## config.mk

```make
export PLATFORM = sky130hd
export DESIGN_NAME = jpeg_dequant_reorder_flat
export DESIGN_NICKNAME = d
export VERILOG_FILES = /design/src/rtl/jpeg_dequant_reorder_if.sv /design/src/rtl/jpeg_dequant_reorder.sv /design/src/flat_wrapper.sv
export SDC_FILE = /design/constraint.sdc
export NUM_CORES = 2
export LEC_CHECK = 0
export BUFFER_PORTS_ARGS = -buffer_cell sky130_fd_sc_hd__buf_4
export CORE_AREA = 2 2 540 542
export CTS_CLUSTER_DIAMETER = 40
export DETAILED_ROUTE_END_ITERATION = 16
export DIE_AREA = 0 0 542 544
export PLACE_DENSITY = 0.5
export SLEW_MARGIN = 10
export SYNTH_ARGS = -nofsm -noshare
export SYNTH_HDL_FRONTEND = slang
export SYNTH_SLANG_ARGS = --single-unit
```

## constraint.sdc

```tcl
create_clock -name clk -period 32.3 [get_ports clk]
set_input_delay 1.615 -clock clk [delete_from_list [all_inputs] [get_ports clk]]
set_output_delay 1.615 -clock clk [all_outputs]
set_load 0.05 [all_outputs]
```

## src/rtl/jpeg_dequant_reorder_if.sv

```systemverilog
// rtl/jpeg_dequant_reorder_if.sv - coefficient-in / raster-sample-out bus of the dequantiser
interface jpeg_dequant_reorder_if #(parameter int OUT_W = 16);
  logic                    coeff_valid;
  logic [5:0]              coeff_index;
  logic signed [11:0]      coeff_value;
  logic                    block_done;
  logic                    dc_clear;
  logic                    qt_wr_en;
  logic [5:0]              qt_wr_addr;
  logic [7:0]              qt_wr_data;
  logic                    blk_ready;
  logic                    overflow;
  logic                    out_valid;
  logic                    out_ready;
  logic [5:0]              out_index;
  logic signed [OUT_W-1:0] out_data;
  logic                    out_last;

  modport master (
    output coeff_valid, coeff_index, coeff_value, block_done, dc_clear,
    output qt_wr_en, qt_wr_addr, qt_wr_data, out_ready,
    input  blk_ready, overflow, out_valid, out_index, out_data, out_last
  );

  modport slave (
    input  coeff_valid, coeff_index, coeff_value, block_done, dc_clear,
    input  qt_wr_en, qt_wr_addr, qt_wr_data, out_ready,
    output blk_ready, overflow, out_valid, out_index, out_data, out_last
  );
endinterface

```

## src/rtl/jpeg_dequant_reorder.sv

```systemverilog
// rtl/jpeg_dequant_reorder.sv - DC prediction, quant scaling and zigzag-to-raster reorder
// into two ping-pong 8x8 banks, drained one block at a time.
module jpeg_dequant_reorder #(
  parameter int OUT_W = 16
) (
  input logic                    clk,
  input logic                    rst,
  jpeg_dequant_reorder_if.slave  bus
);

  typedef enum logic [1:0] {B_EMPTY, B_FILLING, B_FULL, B_DRAINING} bank_st_t;
  typedef enum logic {D_IDLE, D_RUN} drn_st_t;

  localparam logic [5:0] ZZ2NAT [64] = '{
    6'd0,  6'd1,  6'd8,  6'd16, 6'd9,  6'd2,  6'd3,  6'd10,
    6'd17, 6'd24, 6'd32, 6'd25, 6'd18, 6'd11, 6'd4,  6'd5,
    6'd12, 6'd19, 6'd26, 6'd33, 6'd40, 6'd48, 6'd41, 6'd34,
    6'd27, 6'd20, 6'd13, 6'd6,  6'd7,  6'd14, 6'd21, 6'd28,
    6'd35, 6'd42, 6'd49, 6'd56, 6'd57, 6'd50, 6'd43, 6'd36,
    6'd29, 6'd22, 6'd15, 6'd23, 6'd30, 6'd37, 6'd44, 6'd51,
    6'd58, 6'd59, 6'd52, 6'd45, 6'd38, 6'd31, 6'd39, 6'd46,
    6'd53, 6'd60, 6'd61, 6'd54, 6'd47, 6'd55, 6'd62, 6'd63
  };

  localparam int MAX_OUT = (1 << (OUT_W - 1)) - 1;
  localparam int MIN_OUT = -(1 << (OUT_W - 1));
  localparam logic signed [20:0] P_MAX = 21'(MAX_OUT);
  localparam logic signed [20:0] P_MIN = 21'(MIN_OUT);

  logic [7:0]              qt [64];
  logic signed [11:0]      dc_pred;
  logic signed [12:0]      dc_sum;
  logic signed [11:0]      dc_sat;

  logic                    s1_valid;
  logic                    s1_done;
  logic [5:0]              s1_nat;
  logic [7:0]              s1_q;
  logic signed [11:0]      s1_v;
  logic signed [20:0]      prod;
  logic signed [OUT_W-1:0] prod_sat;

  bank_st_t                bank_st [2];
  logic [63:0]             mask [2];
  logic signed [OUT_W-1:0] bank_data [2][64];
  logic                    fill_ptr;
  logic                    drain_ptr;
  logic                    fill_ok;
  logic                    overflow_q;

  drn_st_t                 drn_state;
  drn_st_t                 drn_next;
  logic [6:0]              rd_cnt;
  logic                    start_drain;
  logic                    chain_drain;
  logic                    load;
  logic                    last_xfer;

  logic                    out_valid_q;
  logic [5:0]              out_index_q;
  logic signed [OUT_W-1:0] out_data_q;
  logic                    out_last_q;

  // dc_clear alongside the DC term means the prediction restarts from zero
  always_comb begin
    dc_sum = (bus.dc_clear ? 13'sd0 : {dc_pred[11], dc_pred})
           + {bus.coeff_value[11], bus.coeff_value};
    if (dc_sum > 13'sd2047) begin
      dc_sat = {1'b0, {11{1'b1}}};
    end else if (dc_sum < -13'sd2048) begin
      dc_sat = {1'b1, 11'd0};
    end else begin
      dc_sat = dc_sum[11:0];
    end
  end

  always_ff @(posedge clk) begin
    if (rst) begin
      for (int i = 0; i < 64; i++) qt[i] <= 8'd1;
    end else if (bus.qt_wr_en) begin
      qt[bus.qt_wr_addr] <= bus.qt_wr_data;
    end
  end

  always_ff @(posedge clk) begin
    if (rst) begin
      s1_valid <= 1'b0;
      s1_done  <= 1'b0;
      s1_nat   <= '0;
      s1_q     <= '0;
      s1_v     <= '0;
      dc_pred  <= '0;
    end else begin
      s1_valid <= bus.coeff_valid;
      s1_done  <= bus.block_done;
      s1_nat   <= ZZ2NAT[bus.coeff_index];
      s1_q     <= qt[bus.coeff_index];
      s1_v     <= (bus.coeff_index == 6'd0) ? dc_sat : bus.coeff_value;
      if (bus.coeff_valid && bus.coeff_index == 6'd0) begin
        dc_pred <= dc_sat;
      end else if (bus.dc_clear) begin
        dc_pred <= '0;
      end
    end
  end

  always_comb begin
    prod = s1_v * $signed({1'b0, s1_q});
    if (prod > P_MAX) begin
      prod_sat = P_MAX[OUT_W-1:0];
    end else if (prod < P_MIN) begin
      prod_sat = P_MIN[OUT_W-1:0];
    end else begin
      prod_sat = prod[OUT_W-1:0];
    end
  end

  assign fill_ok = (bank_st[fill_ptr] == B_EMPTY) || (bank_st[fill_ptr] == B_FILLING);

  // sample storage needs no reset: the written masks gate every read
  always_ff @(posedge clk) begin
    if (s1_valid && fill_ok) begin
      bank_data[fill_ptr][s1_nat] <= prod_sat;
    end
  end

  // fill and drain always address different banks, so their updates never collide
  always_ff @(posedge clk) begin
    if (rst) begin
      bank_st[0] <= B_EMPTY;
      bank_st[1] <= B_EMPTY;
      mask[0]    <= '0;
      mask[1]    <= '0;
      fill_ptr   <= 1'b0;
      drain_ptr  <= 1'b0;
      overflow_q <= 1'b0;
    end else begin
      if (fill_ok) begin
        if (s1_valid) mask[fill_ptr][s1_nat] <= 1'b1;
        if (s1_done) begin
          bank_st[fill_ptr] <= B_FULL;
          fill_ptr          <= ~fill_ptr;
        end else if (s1_valid) begin
          bank_st[fill_ptr] <= B_FILLING;
        end
      end else if (s1_valid || s1_done) begin
        overflow_q <= 1'b1;
      end
      if (start_drain) bank_st[drain_ptr] <= B_DRAINING;
      if (last_xfer) begin
        bank_st[drain_ptr] <= B_EMPTY;
        mask[drain_ptr]    <= '0;
        drain_ptr          <= ~drain_ptr;
        if (chain_drain) bank_st[~drain_ptr] <= B_DRAINING;
      end
    end
  end

  always_comb begin
    drn_next    = drn_state;
    start_drain = 1'b0;
    chain_drain = 1'b0;
    load        = 1'b0;
    last_xfer   = out_valid_q && bus.out_ready && out_last_q;
    case (drn_state)
      D_IDLE: begin
        if (bank_st[drain_ptr] == B_FULL) begin
          start_drain = 1'b1;
          drn_next    = D_RUN;
        end
      end
      D_RUN: begin
        load = !rd_cnt[6] && (!out_valid_q || bus.out_ready);
        if (last_xfer) begin
          if (bank_st[~drain_ptr] == B_FULL) begin
            chain_drain = 1'b1;
          end else begin
            drn_next = D_IDLE;
          end
        end
      end
      default: drn_next = D_IDLE;
    endcase
  end

  always_ff @(posedge clk) begin
    if (rst) begin
      drn_state   <= D_IDLE;
      rd_cnt      <= '0;
      out_valid_q <= 1'b0;
      out_index_q <= '0;
      out_data_q  <= '0;
      out_last_q  <= 1'b0;
    end else begin
      drn_state <= drn_next;
      if (start_drain || chain_drain) begin
        rd_cnt <= '0;
      end else if (load) begin
        rd_cnt <= rd_cnt + 7'd1;
      end
      if (load) begin
        out_valid_q <= 1'b1;
        out_index_q <= rd_cnt[5:0];
        out_data_q  <= mask[drain_ptr][rd_cnt[5:0]] ? bank_data[drain_ptr][rd_cnt[5:0]] : '0;
        out_last_q  <= (rd_cnt[5:0] == 6'd63);
      end else if (bus.out_ready) begin
        out_valid_q <= 1'b0;
        out_last_q  <= 1'b0;
      end
    end
  end

  assign bus.blk_ready = fill_ok;
  assign bus.overflow  = overflow_q;
  assign bus.out_valid = out_valid_q;
  assign bus.out_index = out_index_q;
  assign bus.out_data  = out_data_q;
  assign bus.out_last  = out_last_q;

endmodule

```

## src/flat_wrapper.sv

```systemverilog
// flat-port wrapper written by rule: the top's interface ports become plain ports
module jpeg_dequant_reorder_flat 
#(
  parameter int OUT_W = 16
)
  (clk, rst, bus_coeff_valid, bus_coeff_index, bus_coeff_value, bus_block_done, bus_dc_clear, bus_qt_wr_en, bus_qt_wr_addr, bus_qt_wr_data, bus_out_ready, bus_blk_ready, bus_overflow, bus_out_valid, bus_out_index, bus_out_data, bus_out_last);
  jpeg_dequant_reorder_if #(.OUT_W(OUT_W)) bus_i ();
  input logic clk;
  input logic rst;
  input wire logic [$bits(bus_i.coeff_valid)-1:0] bus_coeff_valid;
  input wire logic [$bits(bus_i.coeff_index)-1:0] bus_coeff_index;
  input wire logic [$bits(bus_i.coeff_value)-1:0] bus_coeff_value;
  input wire logic [$bits(bus_i.block_done)-1:0] bus_block_done;
  input wire logic [$bits(bus_i.dc_clear)-1:0] bus_dc_clear;
  input wire logic [$bits(bus_i.qt_wr_en)-1:0] bus_qt_wr_en;
  input wire logic [$bits(bus_i.qt_wr_addr)-1:0] bus_qt_wr_addr;
  input wire logic [$bits(bus_i.qt_wr_data)-1:0] bus_qt_wr_data;
  input wire logic [$bits(bus_i.out_ready)-1:0] bus_out_ready;
  output wire logic [$bits(bus_i.blk_ready)-1:0] bus_blk_ready;
  output wire logic [$bits(bus_i.overflow)-1:0] bus_overflow;
  output wire logic [$bits(bus_i.out_valid)-1:0] bus_out_valid;
  output wire logic [$bits(bus_i.out_index)-1:0] bus_out_index;
  output wire logic [$bits(bus_i.out_data)-1:0] bus_out_data;
  output wire logic [$bits(bus_i.out_last)-1:0] bus_out_last;
  assign bus_i.coeff_valid = bus_coeff_valid;
  assign bus_i.coeff_index = bus_coeff_index;
  assign bus_i.coeff_value = bus_coeff_value;
  assign bus_i.block_done = bus_block_done;
  assign bus_i.dc_clear = bus_dc_clear;
  assign bus_i.qt_wr_en = bus_qt_wr_en;
  assign bus_i.qt_wr_addr = bus_qt_wr_addr;
  assign bus_i.qt_wr_data = bus_qt_wr_data;
  assign bus_i.out_ready = bus_out_ready;
  assign bus_blk_ready = bus_i.blk_ready;
  assign bus_overflow = bus_i.overflow;
  assign bus_out_valid = bus_i.out_valid;
  assign bus_out_index = bus_i.out_index;
  assign bus_out_data = bus_i.out_data;
  assign bus_out_last = bus_i.out_last;
  jpeg_dequant_reorder #(.OUT_W(OUT_W)) u_core (.clk(clk), .rst(rst), .bus(bus_i));
endmodule
```

### After elaboration in Yosys (flattened, before gate mapping)

Memory sizes are Yosys's and may differ from the RTL's. A register that Yosys moved wholly into a read port is not among the register bits.
Cells that the tools add are included.

* RAM bits: 2692
* bits in read-only memories: 384
* logic and storage cells: 152
* input bits: 39
* memories kept: 5
* register bits: 61

* magnitude comparators: 10
* multiply operators: 1
* equality and inequality tests: 4
* muxes and demuxes: 83
* bitwise gates (word level): 9
* add/subtract/negate cells: 2
* reductions and logical operators: 25

Memory list
* u_core.bank_data: depth 2, bits a word 1024, rd ports 1, clocked after memory_dff 1, write ports 1, RTL line jpeg_dequant_reorder.sv:45 `logic signed [OUT_W-1:0] bank_data [2][64];`
* u_core.qt: depth 64, bits a word 8, rd ports 1, clocked after memory_dff 1, write ports 64, RTL line jpeg_dequant_reorder.sv:30 `logic [7:0] qt [64];`
* (no name shown): depth 64, bits a word 6, rd ports 1, clocked after memory_dff 1, write ports 0, RTL line jpeg_dequant_reorder.sv:96 `s1_nat <= ZZ2NAT[bus.coeff_index];`
* u_core.mask: depth 2, bits a word 64, rd ports 1, clocked after memory_dff 1, write ports 2, RTL line jpeg_dequant_reorder.sv:44 `logic [63:0] mask [2];`
* u_core.bank_st: depth 2, bits a word 2, rd ports 3, clocked after memory_dff 2, write ports 3, RTL line jpeg_dequant_reorder.sv:43 `bank_st_t bank_st [2];`

Operators by type and width (number)
* $mux 1024: 1
* $mux 64: 4
* $reduce_or 64->1: 2
* $bmux 16 s6: 1
* $demux 16 s6: 1
* $mux 16: 6
* $mux 12: 5
* $mux 1: 55
* $gt 21x16->1 const B: 1
* $lt 21x16->1 const B: 1
* $mul 12x9->21: 1
* $not 6->7: 3
* $ge 7x7->1 const B: 2
* $lt 6x7->1 const B: 2
* $add 13x13->13: 1
* $gt 13x12->1 const B: 1
* $lt 13x12->1 const B: 1
* $mux 13: 1
* $mux 2: 4
* $mux 8: 1
* $reduce_or 8->1: 1
* $add 7x1->7 const B: 1
* $logic_and 1x1->1: 7
* $lt 7x1->1 const B: 1
* other kinds (17): 30

### Longest topological paths before layout

An unclocked memory read counts as a cell.

* depth after elaboration: 10
* depth in mapped cells: 22
* mapped depth without buffers: 19

### Worst setup path after synthesis

Ideal clock, no wire load.

* path type: reg-to-reg
* start: reg u_core.s1_q[0], read port of u_core.qt
* end: mem u_core.bank_data[0][1003] in the netlist's numbering, data pin
* stages on the path, launching flop included: 16
* path buffers: 3
* period minus slack after synthesis: 10.954 ns
* arrival time: 9.757 ns
* setup slack: 21.346 ns
* required time: 31.103 ns
* cells stage by stage: dfxtp_1 > clkbuf_1 > nand2_1 > fa_1 > fa_1 > fa_1 > fa_1 > inv_1 > ha_1 > clkbuf_1 > or4b_2 > o211ai_1 > a211o_1 > a41oi_1 > buf_1 > o21ai_0

* word-level cells in the longest chain between the ends: 4
* elaborated cells on any way between the ends: 5
* classes of those cells: mul: 1; order compare: 2; mux: 2

RTL lines
* start, declared: RTL line jpeg_dequant_reorder.sv:38 `logic [7:0] s1_q;`
* $mul 12x9->21 *: RTL line jpeg_dequant_reorder.sv:108 `prod = s1_v * $signed({1'b0, s1_q});`
* $lt 21x16->1: RTL line jpeg_dequant_reorder.sv:111 `end else if (prod < P_MIN) begin`
* $mux 16: RTL line jpeg_dequant_reorder.sv:111
* $mux 16 *: RTL line jpeg_dequant_reorder.sv:109 `if (prod > P_MAX) begin`
* via u_core.prod_sat[11]: RTL line jpeg_dequant_reorder.sv:41 `logic signed [OUT_W-1:0] prod_sat;`
* end, declared: RTL line jpeg_dequant_reorder.sv:45

The timed path passes the listed nets; every way through them passes the cells marked *.

### Worst setup path after layout

* start: reg u_core.s1_q[0], read port of u_core.qt
* end: mem u_core.bank_data[1][597] in the netlist's numbering, data pin

The elaborated chain is that of the path after synthesis.

==> impl_metrics.csv <==
group,metric,value,unit
worst_setup_path,start_kind,"flip-flop",
placement,postPlaceCellArea,0.1206,sq mm
timing,setup_ws,24640,ps
clocking,cts.repair.resized,0,
detailed_routing,drc,0,
detailed_routing,wl_per_cell,31.14,microns
placement,portBuffers,64,
yosys,synth_commonest_cells,"edfxtp_1 (2560), mux4_2 (752), and2_1 (505)",
floorplanning,initial_utilization,39.74,%
worst_setup_path,end_kind,"flip-flop",
clocking,cts-root-buf,"clkbuf_16",
cells_and_area,layout-drive-gt1-share,28.20,%
pwr,p_seq_share,43.0,%
worst_setup_path,crit_path_max_fanout,64,
yosys,synth.distinct_cells,74,
pwr,power,0.01034,W
flow_run,max_cap_viol_count,0,
worst_setup_path,arrival,8250,ps
floorplanning,die_area,0.2948,sq mm
cells_and_area,fill_cells,24320,
global_route,gr-total-overflow,0,
detailed_routing,ant_nets,0,
global_route,grt_max_degree,117,
clocking,numCtsBuffers,430,
placement,place_ws,24550,ps
yosys,synth_top_area_share,66.85,%
yosys,synth_area_leaders,"edfxtp_1 (67%), mux4_2 (15%), dfxtp_1 (3.6%)",
cells_and_area,final_util,46.96,%
clocking,cts_buffer_depth,4,
timing,min_period,7658,ps
global_route,grt_pass1_vias,62120,
global_route,grt_first_pass_wirelength,476200,microns
pwr,pwr-share-clk,46.7,%
hold_path,hold_path_class,"flip-flop to flip-flop",
worst_setup_path,crit_required,32900,ps
timing,hold_viol,0,
pwr,p_sw_share,25.24,%
yosys,synthCells,6288,
detailed_routing,dr.pass1.iters,6,
worst_setup_path,critical_path_class,"flip-flop to flip-flop",
yosys,postSynth.asyncResetShare,0,%
floorplanning,die_y,544,microns
pwr,p_int,0.007732,W
timing,fmax,130.6,MHz
floorplanning,core,0.2894,sq mm
detailed_routing,dr_total_vias,60640,
yosys,ys_seq_elements,2769,
pwr,power_density,76.11,mW/mm^2
timing,slew_violations,0,
yosys,syn_area,0.1150,sq mm
clocking,cts_tree,"yes",
timing,fin_crit_sh,23.71,%
cells_and_area,fin_nets,6756,
pwr,comb_power_share,10.3,%
yosys,yosysMostFrequentCell,"edfxtp_1",
timing,slew_headroom,12.48,%
yosys,synthFlopType,"edfxtp_1",
yosys,ys_warn_count,0,
clocking,path_clk_slew,50,ps
run_status,status,"finished, final reports clean",
cells_and_area,finalInstanceArea,0.1359,sq mm
floorplanning,fp-row-count,198,
pwr,p_switching,0.002610,W
yosys,syn_area_per_cell,18.29,sq um
placement,gp_congestion,0.8112,
floorplanning,io_pins,65,
detailed_routing,drt_iter0_drc,5815,
timing,finalSetupViolations,0,
floorplanning,fp.dieW,542,microns
global_route,grt_util_all_layers,22.65,%
cells_and_area,area_growth_syn_to_layout,18.17,%
pwr,irDropWorstVdd,0.06185,mV
placement,dp.final_hpwl,194000,microns
global_route,antenna_found_initial,18,
clocking,cts_setup_buffers,0,
yosys,synth_edf_count,2560,
clocking,ctsHoldBuffers,0,
timing,finalSetupTns,0,ps
clocking,clk_latency,990,ps
detailed_routing,vias_per_cell,5.634,
detailed_routing,routed_wl,335100,microns
clocking,cts_max_level,5,
yosys,yosysSeqAreaShare,70.49,%
timing,tightest_slew,1309,ps
pwr,p_leak,44.49,nW
yosys,yosysTopAreaCell,"edfxtp_1",
yosys,syn_nets,6474,
timing,fin_skew,117.7,ps
clocking,clock_sinks,2769,
timing,rsz0062_at_grt,"false",
[power groups by stage]
stage	Clock, W	Sequential, W	Combinational, W
floorplan	0	0.00464	0.000580
global placement	0	0.00451	0.00106
detailed placement	0	0.00451	0.00109
CTS	0.00490	0.00444	0.00109
global route	0.00506	0.00445	0.00116
finish	0.00483	0.00444	0.00107
[per-layer routing]
| layer | GRT usage [%] | vias up | part of all wire, % |
|---|---|---|---|
| met3 | 3.880 | 454 | 6.2 |
| li1 | - | 25480 | - |
| met2 | 36.71 | 1920 | 48 |
| met1 | 31.55 | 32780 | 43 |
| met4 | 6.373 | 2 | 2.8 |
| met5 | 0 | - | 0.0048 |
[path summary, 6_finish.rpt]
check                           cells after the start  slack, ps                                 from                                  end
worst max register to register                     16      24640            u_core.s1_q[0]$_SDFF_PP0_   u_core.bank_data[1][597]$_DFFE_PP_
worst min-delay path                                2        450  u_core.bus.out_data[3]$_SDFFE_PP0P_  u_core.bus.out_data[3]$_SDFFE_PP0P_
worst max-delay path                               16      24640            u_core.s1_q[0]$_SDFF_PP0_   u_core.bank_data[1][597]$_DFFE_PP_
worst min register to register                      2        450  u_core.bus.out_data[3]$_SDFFE_PP0P_  u_core.bus.out_data[3]$_SDFFE_PP0P_
[layout make-up]
cell class	count	area (sq um)	area share, %
multi-input cells	3001	32420	23.86
repair buffers	225	1772	1.304
flip-flops and latches	2769	81080	59.67
clock buffers	498	11390	8.381
well taps	3800	4755	3.499
clock inverters	315	3895	2.866
inverters	143	546.8	0.4024
diodes	11	27.53	0.02026
[sequential cells by signal, indices dropped and copies added, names as in the netlist, 4 cells and up, named ones only]
signal	cells
u_core.bank_data	2048
u_core.qt	512
u_core.mask	128
u_core.bus.out_data	16
u_core.dc_pred	12
u_core.s1_v	12
u_core.s1_q	8
u_core.rd_cnt	7
u_core.bus.out_index	6
u_core.s1_nat	6
u_core.bank_st	4
[layout by cell type, fill, tap and decap left out, drive strengths merged, types with 10 or more instances in the layout]
cell type and instances:
fa 79, diode 11, a22oi 38, ha 68
inv 198, buf 223, nand3b 10, mux2i 68
clkinv 146, nor2 390, xnor2 14, a22o 18
nand4 22, clkinvlp 50, nand3 47, edfxtp 2560
mux4 759, or2 76, nand2 310, a21oi 75
or3 90, nand2b 16, a211oi 33, nor3 12
dfxtp 209, o21ai 83, o22ai 36, and2 505
o21ba 10, mux2 19, nor2b 29, bufinv 64
o211ai 12, o21a 70, clkbuf 500
[through the flow]
| step | hold WS [ps] | std cells |
|---|---|---|
| global placement | 438.5 | 9937 |
| floorplan | 431.9 | 6288 |
| detailed placement | 447.3 | 9937 |
| finish | 453.1 | 10760 |
| CTS | 454.8 | 10750 |
| global route | 470.0 | 10750 |
[critical path: stages (launching register included)]
cell and delay [ps]:
dfxtp_1 610, nand2_1 230, fa_1 720, inv_1 110, fa_1 560, fa_1 440
fa_1 490, ha_1 360, a211oi_1 300, a21oi_1 110, a21boi_1 210, o31ai_1 650
a41oi_4 220, buf_4 330, o21ai_4 700, buf_4 510, buf_4 680
[logic make-up after synthesis]
group,count (synthesis),share of synthesized area [%]
XOR/XNOR,25,0.2143
AO/OA/AOI/OAI,447,2.664
AND/OR/NAND/NOR,1536,6.813
flip-flops,2769,70.49
adder cells (fa/ha/maj),147,2.115
multiplexers,846,15.67
buffers and inverters,518,2.041
(Power assumes the default switching activity.)
